===== config.mk =====
export PLATFORM = sky130hd
export DESIGN_NAME = fanfare_player
export DESIGN_NICKNAME = d
export VERILOG_FILES = /design/src/rtl/fanfare_player.sv
export SDC_FILE = /design/constraint.sdc
export NUM_CORES = 1
export LEC_CHECK = 0
export BUFFER_PORTS_ARGS = -buffer_cell sky130_fd_sc_hd__buf_2
export CORE_MARGIN = 5
export CORE_UTILIZATION = 57
export CTS_BUF_LIST = sky130_fd_sc_hd__clkbuf_8
export CTS_CLUSTER_SIZE = 10
export DETAILED_ROUTE_END_ITERATION = 7
export PLACE_DENSITY = 0.78
export SYNTH_ARGS = -nofsm -noshare
export SYNTH_HDL_FRONTEND = slang
export SYNTH_SLANG_ARGS = --single-unit
export TNS_END_PERCENT = 20

===== constraint.sdc =====
create_clock -name clk -period 4.9 [get_ports clk]
set_input_delay 0 -clock clk [delete_from_list [all_inputs] [get_ports clk]]
set_output_delay 0 -clock clk [all_outputs]
set_load 0.02 [all_outputs]

===== src/rtl/fanfare_player.sv =====
// Plays the 6-note "charge" fanfare as a differential square wave on piezo/piezo_n.
// Optional macro FANFARE_FAST_SIM_EN shortens the duration unit 16x for full-chip sims.
module fanfare_player #(
  parameter int CLK_FREQ_HZ   = 50_000_000,
  parameter int DUR_UNIT_LOG2 = 22
) (
  input  logic       clk,
  input  logic       rst_n,
  input  logic       go,
  output logic       busy,
  output logic       done,
  output logic [2:0] note_idx,
  output logic       piezo,
  output logic       piezo_n
);

`ifdef FANFARE_FAST_SIM_EN
  localparam int UNIT_LOG2 = DUR_UNIT_LOG2 - 4;
`else
  localparam int UNIT_LOG2 = DUR_UNIT_LOG2;
`endif
  localparam int UNIT = 2 ** UNIT_LOG2;

  localparam int P_G6 = CLK_FREQ_HZ / 1568;
  localparam int P_C7 = CLK_FREQ_HZ / 2093;
  localparam int P_E7 = CLK_FREQ_HZ / 2637;
  localparam int P_G7 = CLK_FREQ_HZ / 3136;

  // G6 is the lowest note, so it has the longest period.
  localparam int TW = $clog2(P_G6);
  localparam int DW = $clog2(8 * (2 ** DUR_UNIT_LOG2));

  typedef enum logic [2:0] {
    IDLE = 3'd0, G6 = 3'd1, C7 = 3'd2, E7_1 = 3'd3,
    G7_1 = 3'd4, E7_2 = 3'd5, G7_2 = 3'd6
  } state_t;

  state_t         state, state_nx;
  logic [TW-1:0]  tone_cnt, tone_nx;
  logic [DW-1:0]  dur_cnt, dur_nx;
  logic           clr;
  logic           tone_hi;

  function automatic logic [TW-1:0] per_m1(input state_t s);
    case (s)
      G6:          per_m1 = TW'(P_G6 - 1);
      C7:          per_m1 = TW'(P_C7 - 1);
      E7_1, E7_2:  per_m1 = TW'(P_E7 - 1);
      G7_1, G7_2:  per_m1 = TW'(P_G7 - 1);
      default:     per_m1 = '0;
    endcase
  endfunction

  function automatic logic [TW-1:0] half(input state_t s);
    case (s)
      G6:          half = TW'(P_G6 / 2);
      C7:          half = TW'(P_C7 / 2);
      E7_1, E7_2:  half = TW'(P_E7 / 2);
      G7_1, G7_2:  half = TW'(P_G7 / 2);
      default:     half = '0;
    endcase
  endfunction

  function automatic logic [DW-1:0] dur_lim(input state_t s);
    case (s)
      G6, C7, E7_1: dur_lim = DW'(2 * UNIT - 1);
      G7_1:         dur_lim = DW'(3 * UNIT - 1);
      E7_2:         dur_lim = DW'(UNIT - 1);
      G7_2:         dur_lim = DW'(8 * UNIT - 1);
      default:      dur_lim = '0;
    endcase
  endfunction

  function automatic state_t next_note(input state_t s);
    case (s)
      G6:      next_note = C7;
      C7:      next_note = E7_1;
      E7_1:    next_note = G7_1;
      G7_1:    next_note = E7_2;
      E7_2:    next_note = G7_2;
      default: next_note = IDLE;
    endcase
  endfunction

  always_comb begin
    state_nx = state;
    tone_nx  = tone_cnt;
    dur_nx   = dur_cnt;
    clr      = (state != IDLE) && (dur_cnt == dur_lim(state));
    if (state == IDLE) begin
      if (go) begin
        state_nx = G6;
        tone_nx  = '0;
        dur_nx   = '0;
      end
    end else if (clr) begin
      state_nx = next_note(state);
      tone_nx  = '0;
      dur_nx   = '0;
    end else begin
      dur_nx  = dur_cnt + 1'b1;
      tone_nx = (tone_cnt == per_m1(state)) ? '0 : tone_cnt + 1'b1;
    end
    // Outputs are registered from next-state values so a note starts with piezo=1.
    tone_hi = tone_nx < half(state_nx);
  end

  always_ff @(posedge clk) begin
    if (!rst_n) begin
      state    <= IDLE;
      tone_cnt <= '0;
      dur_cnt  <= '0;
      busy     <= 1'b0;
      done     <= 1'b0;
      note_idx <= 3'd0;
      piezo    <= 1'b0;
      piezo_n  <= 1'b0;
    end else begin
      state    <= state_nx;
      tone_cnt <= tone_nx;
      dur_cnt  <= dur_nx;
      busy     <= (state_nx != IDLE);
      done     <= (state == G7_2) && clr;
      note_idx <= state_nx;
      piezo    <= (state_nx != IDLE) && tone_hi;
      piezo_n  <= (state_nx != IDLE) && !tone_hi;
    end
  end

endmodule


==> impl_metrics.toml <==
[worst_setup_path]
path_cells = "clkinv_1 -> ha_1 -> o21bai_1 -> nor3_1 -> o22a_2 -> nand2_1 -> o22ai_1 -> a221o_1 -> nand2_1 -> xnor2_1 -> ha_1 -> a21o_1 -> a21o_1 -> a21o_1 -> a21o_1 -> a21oi_1 -> nor2b_1 -> a2111o_1 -> a41oi_2 -> and2_1"
cp_num_cells = 20
cp_num_buf_inv = 1
crit_fanout = 8
reg2regPathDepth = 20
cp.arrival_ns = 4.72
cp_data_required_time_ns = 5.16
crit_path_frequent_cell = "a21o_1"
max_stage_delay_ns = 0.37
crit_slowest_cell = "dfxtp_1"
critical_path_class = "register to register"
worstSetupStartpoint = "state[2]$_SDFF_PN0_"
cp-start-kind = "register"
path_delay_family = "compound AO/OA/AOI/OAI gates"
r2r_start = "state[2]$_SDFF_PN0_"
worstSetupEndpointType = "register"

[die]
dieArea_mm2 = 0.00776
start_util_pct = 58.7
core-area_mm2 = 0.00592
die_h_um = 88.1
die_w_um = 88.1
io_pins = 10
row_count = 28

[timing]
finClkSkew_ns = 0.00692
finalCritPeriodShare_pct = 91.2
slew_headroom_pct = 48.5
hold_viol_final = 0
slew_violations = 0
worstMarginPinSlew_ns = 0.771
fin_crit_ns = 4.47
tns_ns = 0
max_freq_ghz = 0.224
rsz0062_at_grt = "no"
final-setup-viol-count = 0

[flow_run]
max_cap_viol_count = 0

[placed_design]
gp_congestion = 0.950
dp_hpwl_um = 6220
port_buffers = 9

[layout]
nFillCells = 522
drive_gt1_share_pct = 8.25
fin_nets = 491
area_growth_pct = 5.25
num_antenna_cells = 0
seq_area_um2 = 943
multi_input_area_mm2 = 0.00235

[routing]
num_vias = 3515
wl_per_cell_um = 16.1
drt-vias-per-instance = 6.41
wirelength_um = 8820
drt_iter0_drc = 348
drc_errors = 0
drtPass1Iterations = 5
postRouteAntennaNets = 0

[global_route]
grt_pass1_vias = 3092
grt_start_max_net_pins = 28
grtUsageTotal_pct = 24.0
grt_overflow_total = 0
grt_pass1_wl_um = 14900
antenna_found_initial = 0

[min_path]
hold_path_class = "input port to register"
hold_depth = 2
min_from = "rst_n"

[logic_synthesis]
syn-cell-area_mm2 = 0.00348
netlist_top_cells_count = "nand2_1, dfxtp_1, o21ai_0, nor2_1, a21oi_1"
synth-seq-cells = 47
synth_top_cell_by_area = "dfxtp_1"
synthArstFlopShare_pct = 0
yosysWarnings = 0
synth_nets = 498
synth_ff_type = "dfxtp_1"
postSynthCellCount = 479
ys_seq_area_share_pct = 27.1
synth.distinct_cells = 65
synth.most_common_cell = "nand2_1"
synth_top_area_share_pct = 27.1
synth_area_per_cell_um2 = 7.26
yosys-top-cells-area = "dfxtp_1, o21ai_0, nand2_1, ha_1, a21oi_1"
synth-edff-count = 0

[clocking]
cts.sinks = 47
insertion_delay_ns = 0.31
htreeDepth = 2
cts_tree = "yes"
cts_buffer_depth = 2
cts_buffers = 5
root_buffer = "clkbuf_8"
clk_pin_slew_ns = 0.10

[pwr]
cellLeakagePower_uw = 0.00143
ir_worst_vdd_uv = 276
power_uw = 1740
power.density_mw_per_mm2 = 475

[run_status]
outcome = "finished clean"
==> metrics by stage <==
step / cells / utilization (%) / hold WS (ns) / cell area, um^2 / worst slack, ns
floorplan: 479 / - / 0.146 / 3480 / 0.716
global placement: 540 / 59.8 / 0.422 / 3540 / 0.515
detailed placement: 540 / 59.8 / 0.418 / 3540 / 0.357
CTS: 548 / 61.8 / 0.124 / 3660 / 0.302
global route: 548 / 61.8 / 0.144 / 3660 / 0.0538
finish: 548 / 61.8 / 0.138 / 3660 / 0.433
==> per-layer routing <==
layer	part of all wire, %	up-vias	track usage, %
met2	43	165	35.5
met1	48	1612	36.3
met3	7.9	10	4.05
met5	0	-	0
met4	1.1	0	5.49
li1	-	1728	-
==> final timing paths <==
path                         endpoint  slack, ns
max                  piezo$_SDFF_PN0_       0.43
max reg2reg          piezo$_SDFF_PN0_       0.43
min reg2reg   dur_cnt[2]$_SDFFE_PN0P_       0.51
min          dur_cnt[16]$_SDFFE_PN0P_       0.14
==> where the power goes <==
part | switching [uW] | internal (uW) | total, uW
clock network | 145 | 154 | 299
registers | 39.7 | 405 | 445
logic | 613 | 382 | 995
total | 798 | 941 | 1740
==> repair_timing <==
action	in CTS	in global routing
buffers inserted	0	0
setup endpoints to repair	0	2
hold buffers	0	0
gates resized for setup	0	2
==> flip-flops by register name, indices dropped and copies added (netlist names) <==
name,flops
piezo,1
busy,1
dur_cnt,25
state,3
tone_cnt,15
done,1
piezo_n,1
==> area by class of cell <==
type / count / area share, %
flip-flops and latches: 47 / 25.8
inverters: 14 / 1.44
clock buffers: 5 / 1.88
clock inverters: 3 / 1.26
well taps: 75 / 2.56
repair buffers: 17 / 2.87
multi-input cells: 387 / 64.2
==> cell families after synthesis <==
family | after synthesis | synth area share (%)
buffers and inverters | 45 | 5.36
adders and majority gates | 17 | 6.05
xor gates and xnor gates | 8 | 2.02
AOI/OAI and AO/OA | 139 | 26.4
and+or+nand+nor | 219 | 32.0
muxes | 4 | 1.19
DFF | 47 | 27.1
==> cell usage in the layout, fill, tap and decap left out, types with 10 or more instances in the layout <==
master	synthesis	final
nor3_1	16	16
dfxtp_1	47	45
nand2_1	55	55
ha_1	16	16
nand3_1	19	19
inv_1	13	13
nand2b_1	10	10
nor2_1	41	41
o21ai_0	42	42
and2_1	24	24
a21oi_1	35	35
and3_1	10	10
(Power assumes the default switching activity.)
